[config.mk]
export PLATFORM = sky130hd
export DESIGN_NAME = alpha_mixer
export DESIGN_NICKNAME = d
export VERILOG_FILES = /design/src/rtl/alpha_mixer_pkg.sv /design/src/rtl/alpha_mixer_lane.sv /design/src/rtl/alpha_mixer.sv
export SDC_FILE = /design/constraint.sdc
export NUM_CORES = 1
export LEC_CHECK = 0
export CAP_MARGIN = 10
export CORE_MARGIN = 3
export CORE_UTILIZATION = 45
export DETAILED_ROUTE_END_ITERATION = 10
export SYNTH_ARGS = -nofsm -noshare
export SYNTH_HDL_FRONTEND = slang
export SYNTH_SLANG_ARGS = --single-unit
[constraint.sdc]
create_clock -name clk -period 5.3 [get_ports clk]
set_clock_uncertainty 0.05 [all_clocks]
set_input_delay 1.06 -clock clk [delete_from_list [all_inputs] [get_ports clk]]
set_output_delay 1.06 -clock clk [all_outputs]
set_load 0.1 [all_outputs]
[src/rtl/alpha_mixer_pkg.sv]
// alpha_mixer_pkg: shared types and constants for the alpha mixer.
// Holds the per-beat operation encoding and the fixed pipeline depth.
package alpha_mixer_pkg;

    // Per-beat operation selected on the mode input
    typedef enum logic [1:0] {
        BLEND   = 2'd0,
        FG_ONLY = 2'd1,
        BG_ONLY = 2'd2,
        ADD_SAT = 2'd3
    } mode_t;

    // Register stages between input transfer and out_valid
    localparam int unsigned PIPE_LATENCY = 32'd3;

endpackage

[src/rtl/alpha_mixer_lane.sv]
// alpha_mixer_lane: one colour channel's multiply (S2) and
// sum/shift/saturate (S3) stages. Stage advance is decided by the parent.
// Optional feature macro: ALPHA_MIXER_ADD_SAT_EN enables the saturating
// additive mode; without it mode ADD_SAT falls back to BLEND.
module alpha_mixer_lane
    import alpha_mixer_pkg::*;
#(
    parameter int CW = 8,
    parameter int AW = 4
) (
    input  logic          clk,
    input  logic          reset,
    input  logic          s2_en,
    input  logic          s3_en,
    input  mode_t         mode,
    input  logic [CW-1:0] fg,
    input  logic [CW-1:0] bg,
    input  logic [AW:0]   a_exp,
    output logic [CW-1:0] res
);

    // Product width: CW-bit colour times (AW+1)-bit expanded alpha
    localparam int PW = CW + AW + 1;
    localparam logic [AW:0]   A_ONE   = {1'b1, {AW{1'b0}}};
    localparam logic [CW-1:0] SAT_MAX = {CW{1'b1}};

    logic [AW:0]   a_inv_s;
    logic [PW-1:0] p_fg_s;
    logic [PW-1:0] p_bg_s;
    logic [PW-1:0] p_fg_r;
    logic [PW-1:0] p_bg_r;
    logic [CW-1:0] fg_r;
    logic [CW-1:0] bg_r;
    mode_t         mode_r;
    logic [PW-1:0] sum_s;
    logic [CW:0]   blend_s;
    logic [CW-1:0] blend_sat_s;
`ifdef ALPHA_MIXER_ADD_SAT_EN
    logic [CW:0]   add_s;
    logic [CW-1:0] add_sat_s;
`endif
    logic [CW-1:0] res_s;
    logic [CW-1:0] res_r;

    // S2 operands: foreground weight a' and background weight 2^AW - a'
    always_comb begin
        a_inv_s = A_ONE - a_exp;
        p_fg_s  = PW'(fg) * PW'(a_exp);
        p_bg_s  = PW'(bg) * PW'(a_inv_s);
    end

    // S2 register: weighted products plus raw colours for the pass-through modes
    always_ff @(posedge clk) begin
        if (reset) begin
            p_fg_r <= '0;
            p_bg_r <= '0;
            fg_r   <= '0;
            bg_r   <= '0;
            mode_r <= BLEND;
        end else if (s2_en) begin
            p_fg_r <= p_fg_s;
            p_bg_r <= p_bg_s;
            fg_r   <= fg;
            bg_r   <= bg;
            mode_r <= mode;
        end
    end

    // S3 arithmetic: weights sum to 2^AW so the shifted blend cannot exceed
    // full scale; the clamp only guards the unused top bit.
    always_comb begin
        sum_s       = p_fg_r + p_bg_r;
        blend_s     = sum_s[PW-1:AW];
        blend_sat_s = blend_s[CW] ? SAT_MAX : blend_s[CW-1:0];
`ifdef ALPHA_MIXER_ADD_SAT_EN
        add_s       = {1'b0, bg_r} + p_fg_r[PW-1:AW];
        add_sat_s   = add_s[CW] ? SAT_MAX : add_s[CW-1:0];
`endif
        case (mode_r)
            FG_ONLY: res_s = fg_r;
            BG_ONLY: res_s = bg_r;
`ifdef ALPHA_MIXER_ADD_SAT_EN
            ADD_SAT: res_s = add_sat_s;
`endif
            BLEND:   res_s = blend_sat_s;
            default: res_s = blend_sat_s;
        endcase
    end

    // S3 register: result held while the output stage is stalled
    always_ff @(posedge clk) begin
        if (reset) begin
            res_r <= '0;
        end else if (s3_en) begin
            res_r <= res_s;
        end
    end

    assign res = res_r;

endmodule

[src/rtl/alpha_mixer.sv]
// alpha_mixer: three-stage valid/ready pixel mixer (BLEND, FG_ONLY,
// BG_ONLY, ADD_SAT). S1 captures the beat and expands alpha, S2/S3 run in
// per-channel lanes; all handshake and valid tracking lives here.
// Optional feature macro: ALPHA_MIXER_ADD_SAT_EN (saturating additive mode).
module alpha_mixer
    import alpha_mixer_pkg::*;
#(
    parameter int CW  = 8,
    parameter int AW  = 4,
    parameter int CH  = 3,
    parameter int SBW = 3
) (
    input  logic             clk,
    input  logic             reset,
    input  logic             in_valid,
    output logic             in_ready,
    input  logic [CH*CW-1:0] fg_pix,
    input  logic [CH*CW-1:0] bg_pix,
    input  logic [AW-1:0]    alpha,
    input  logic [1:0]       mode,
    input  logic [SBW-1:0]   sb_in,
    output logic [SBW-1:0]   sb_out,
    output logic             out_valid,
    input  logic             out_ready,
    output logic [CH*CW-1:0] out_pix
);

    localparam int XW = CH * CW;

    logic           s1_valid_r;
    logic           s2_valid_r;
    logic           s3_valid_r;
    logic           s1_en_s;
    logic           s2_en_s;
    logic           s3_en_s;
    logic           lane_s2_en_s;
    logic           lane_s3_en_s;
    logic [XW-1:0]  fg_r;
    logic [XW-1:0]  bg_r;
    logic [AW:0]    a_exp_s;
    logic [AW:0]    a_exp_r;
    mode_t          mode_r;
    logic [SBW-1:0] sb1_r;
    logic [SBW-1:0] sb2_r;
    logic [SBW-1:0] sb3_r;

    // Stage enables: a stage loads when empty or when its contents move on
    always_comb begin
        s3_en_s      = !s3_valid_r || out_ready;
        s2_en_s      = !s2_valid_r || s3_en_s;
        s1_en_s      = !s1_valid_r || s2_en_s;
        lane_s2_en_s = s2_en_s && s1_valid_r;
        lane_s3_en_s = s3_en_s && s2_valid_r;
        in_ready     = s1_en_s && !reset;
    end

    // Alpha expansion so that all-ones alpha maps to exactly 2^AW
    always_comb begin
        a_exp_s = {1'b0, alpha} + {{AW{1'b0}}, alpha[AW-1]};
    end

    // S1: capture the beat with its mode, expanded alpha and sideband
    always_ff @(posedge clk) begin
        if (reset) begin
            s1_valid_r <= 1'b0;
            fg_r       <= '0;
            bg_r       <= '0;
            a_exp_r    <= '0;
            mode_r     <= BLEND;
            sb1_r      <= '0;
        end else if (s1_en_s) begin
            s1_valid_r <= in_valid;
            if (in_valid) begin
                fg_r    <= fg_pix;
                bg_r    <= bg_pix;
                a_exp_r <= a_exp_s;
                mode_r  <= mode_t'(mode);
                sb1_r   <= sb_in;
            end
        end
    end

    // S2 valid flag and sideband, moving in step with the lane products
    always_ff @(posedge clk) begin
        if (reset) begin
            s2_valid_r <= 1'b0;
            sb2_r      <= '0;
        end else if (s2_en_s) begin
            s2_valid_r <= s1_valid_r;
            if (s1_valid_r) begin
                sb2_r <= sb1_r;
            end
        end
    end

    // S3 valid flag and sideband, frozen while the consumer stalls
    always_ff @(posedge clk) begin
        if (reset) begin
            s3_valid_r <= 1'b0;
            sb3_r      <= '0;
        end else if (s3_en_s) begin
            s3_valid_r <= s2_valid_r;
            if (s2_valid_r) begin
                sb3_r <= sb2_r;
            end
        end
    end

    assign out_valid = s3_valid_r;
    assign sb_out    = sb3_r;

    for (genvar g = 0; g < CH; g++) begin : g_lane
        alpha_mixer_lane #(
            .CW(CW),
            .AW(AW)
        ) u_lane (
            .clk   (clk),
            .reset (reset),
            .s2_en (lane_s2_en_s),
            .s3_en (lane_s3_en_s),
            .mode  (mode_r),
            .fg    (fg_r[g*CW +: CW]),
            .bg    (bg_r[g*CW +: CW]),
            .a_exp (a_exp_r),
            .res   (out_pix[g*CW +: CW])
        );
    end

endmodule

==> out/metrics.csv <==
stage,metric,value,unit
status,status,"finished, final reports clean",
cts,root buffer cell,clkbuf_16,
setup_path,CP Class,reg -> reg,
grt,GRT overflow,0,
yosys,Main synth FF type,dfxtp_1,
pwr,Pleak,8.35,nW
placement,IO buf count,89,
flow_run,max cap viols,0,
yosys,post-synthesis cell type count,67,
layout,Area growth syn-to-layout,13.7,%
floorplan,I/O pin count,90,
cts,CTS sink cnt,219,
layout,nets,2383,
cts,CTS resizes,0,
routing,vias per cell,5.38,
sta,RSZ-0062 raised after global routing,false,
setup_path,worst path required time,5.70,ns
yosys,Synth Area per Inst,8.11,µm²
setup_path,Startpoint Class,flop,
cts,CTS tree,yes,
layout,Filler cells,3505,
floorplan,die area,38700,µm²
layout,"commonest cells after routing, fill and taps aside","483 x nand2_1, 219 x dfxtp_1, 216 x a21oi_1",
floorplan,num rows,69,
sta,fmax,0.220,GHz
yosys,Post-Synth Simple-Gate Area,22.1,%
yosys,sequential-to-total area share from yosys stat,26.8,%
cts,CTS clock-pin slew for the worst setup and hold paths,0.06,ns
min_path,worst hold-check path type,reg -> reg,
grt,initial antenna violation count,2,
yosys,Syn Inst Count,2018,
yosys,mux contribution to synthesized area,0.566,%
placement,HPWL after detailed placement,32700,µm
placement,Post-DP Area,17700,µm²
cts,postcts setup bufs,0,
setup_path,crit-path max FO,15,
sta,Max Transition Viols Final,0,
yosys,"Async S/R FF share, synth",0,%
cts,Max Root-Sink Buffers,3,
yosys,largest family of logic cells by synthesized area,adder cells,
layout,layout cell share with drive strength beyond 1,4.54,%
pwr,Overall Power,4.52,mW
floorplan,Chip Width,197,µm
yosys,warnings from Yosys,0,
grt,largest net degree at the start of global routing,94,
routing,Final ANT Viol Nets,0,
sta,Final Hold Fails,0,
cts,clk_lat worst skew,0.56,ns
cts,# hold bufs at CTS,0,
grt,Global Route Usage Sum,22.6,%
yosys,post-synthesis register bit count,219,
yosys,XOR/XNOR Fraction of Synth Area,3.10,%
floorplan,Die Span Y,197,µm
sta,final hold slack,0.396,ns
cts,TritonCTS buffer count,27,
placement,GP Congestion,0.962,
cts,H-tree Lvls,1,
layout,"commonest non-fill, non-tap cell in the layout",nand2_1,
floorplan,initial cell density of the core,45.8,%
sta,Final period util,85.8,%
layout,final instance area,18600,µm²
yosys,Synth Cell Area,16400,µm²
yosys,adder-cell share of the synthesized area,25.7,%
routing,Detailed Route Iter0 Violations,809,
pwr,Pwr Density,243,nW/µm²
sta,slew margin rel.,30.4,%
setup_path,Crit path arrival time,4.95,ns
routing,WL/cell,17.4,µm
sta,Least-Margin Pin Slew,1.04,ns
yosys,"EDFF count, synth",0,
sta,Setup TNS Final,0,ns
yosys,syn nets,2351,
sta,endpoints failing setup,0,
yosys,Compound-Gate Fraction of Synth Area,15.3,%
sta,Final min period,4.54,ns
floorplan,core area,35700,µm²
grt,vias in the first global route,13200,
routing,Pre-antenna DRT Iters,5,
grt,first-pass GRT wire length,70700,µm
routing,via count,13600,
setup_path,CP Capture Type,flop,
routing,DRC Markers,0,
pwr,Max VDD drop,0.000238,V
routing,routed wire length,44000,µm
## report_power, final
part	switching [mW]	internal, mW
combinational	0.476	0.286
sequential	0.0763	1.70
clock	0.765	1.21
## final cells by class
cell class                 count  area, µm²  share of cell area [%]
sequential                   219       4380                    23.6
inverter                     169        634                    3.41
multi-input combinational   1520      11000                    58.9
timing repair buffer         113       1090                    5.88
antenna                        1       2.50                  0.0134
clock inverter                15        235                    1.26
tap                          461        577                    3.10
clock buffer                  33        718                    3.86
## logic make-up (layout without fill, tap and decap cells)
kind of cell,count (synthesis),after routing
DFF,219,219
xor gates and xnor gates,58,58
other,0,1
muxes,8,8
AOI/OAI and AO/OA,396,396
and+or+nand+nor,786,786
buffers and inverters,279,330
adders and majority gates,272,272
## routing by layer
metal  part of all wire [%]  vias to the layer above  wire (µm)  global-route usage, %
met4                    1.2                        0        513                   3.09
met5                      0                        -          0                      0
li1                       -                     6784          -                      -
met3                    5.9                       30       2580                   4.72
met2                     41                      266      18100                   33.3
met1                     52                     6532      22800                   34.9
## cells in the mapped netlist (10+ instances only)
cell | count | area share (%)
nand2_1 | 485 | 11
dfxtp_1 | 219 | 27
a21oi_1 | 216 | 6.6
inv_1 | 168 | 3.9
ha_1 | 164 | 13
and2_1 | 140 | 5.3
fa_1 | 108 | 13
clkbuf_1 | 101 | 2.3
nor2_1 | 48 | 1.1
xnor2_1 | 47 | 2.5
nand3_1 | 35 | 1.1
o21ai_0 | 26 | 0.79
a21o_1 | 20 | 0.92
a221oi_1 | 18 | 0.96
nor4b_1 | 16 | 0.86
o31ai_1 | 15 | 0.69
a31oi_1 | 14 | 0.53
xor2_1 | 11 | 0.59
nand4_1 | 10 | 0.38
o21bai_1 | 10 | 0.46
## critical path, stage by stage, from the launching register on
cell and delay (ns):
dfxtp_1 0.39, inv_1 0.06, ha_1 0.22, nand2_1 0.08, xnor2_1 0.11, buf_4 0.17, buf_4 0.21, nand2_1 0.09
fa_1 0.51, fa_1 0.43, fa_1 0.49, inv_1 0.04, ha_1 0.31, a21o_1 0.19, a21oi_1 0.28, o21bai_1 0.11
a21oi_1 0.23, o21ai_0 0.14, o311ai_0 0.33
## state kept, by name (all words and copies together) (netlist names)
name / count
a_exp_r: 5
bg_r: 24
fg_r: 24
g_lane.u_lane.bg_r: 24
g_lane.u_lane.fg_r: 24
g_lane.u_lane.mode_r: 2
g_lane.u_lane.p_bg_r: 39
g_lane.u_lane.p_fg_r: 39
g_lane.u_lane.res: 24
mode_r: 2
out_valid: 1
s1_valid_r: 1
s2_valid_r: 1
sb1_r: 3
sb2_r: 3
sb_out: 3
## per-stage QoR
step / instances / setup WS (ns) / util (%)
floorplan: 2018 / 0.491 / -
global placement: 2482 / 0.898 / 49.4
detailed placement: 2482 / 0.763 / 49.4
CTS: 2530 / 0.771 / 52.1
global route: 2530 / 0.360 / 52.1
finish: 2531 / 0.755 / 52.1
## path summary, 6_finish.rpt
kind                                   start  depth (start not counted)                          end  slack (ns)
setup / recovery                  a_exp_r[0]                         18  g_lane[1].u_lane.p_bg_r[12]        0.76
hold / removal    g_lane[0].u_lane.p_fg_r[0]                          2   g_lane[0].u_lane.p_fg_r[0]        0.40
setup reg to reg                  a_exp_r[0]                         18  g_lane[1].u_lane.p_bg_r[12]        0.76
hold reg to reg   g_lane[0].u_lane.p_fg_r[0]                          2   g_lane[0].u_lane.p_fg_r[0]        0.40
Note: power is estimated with default switching activity, not from simulation.
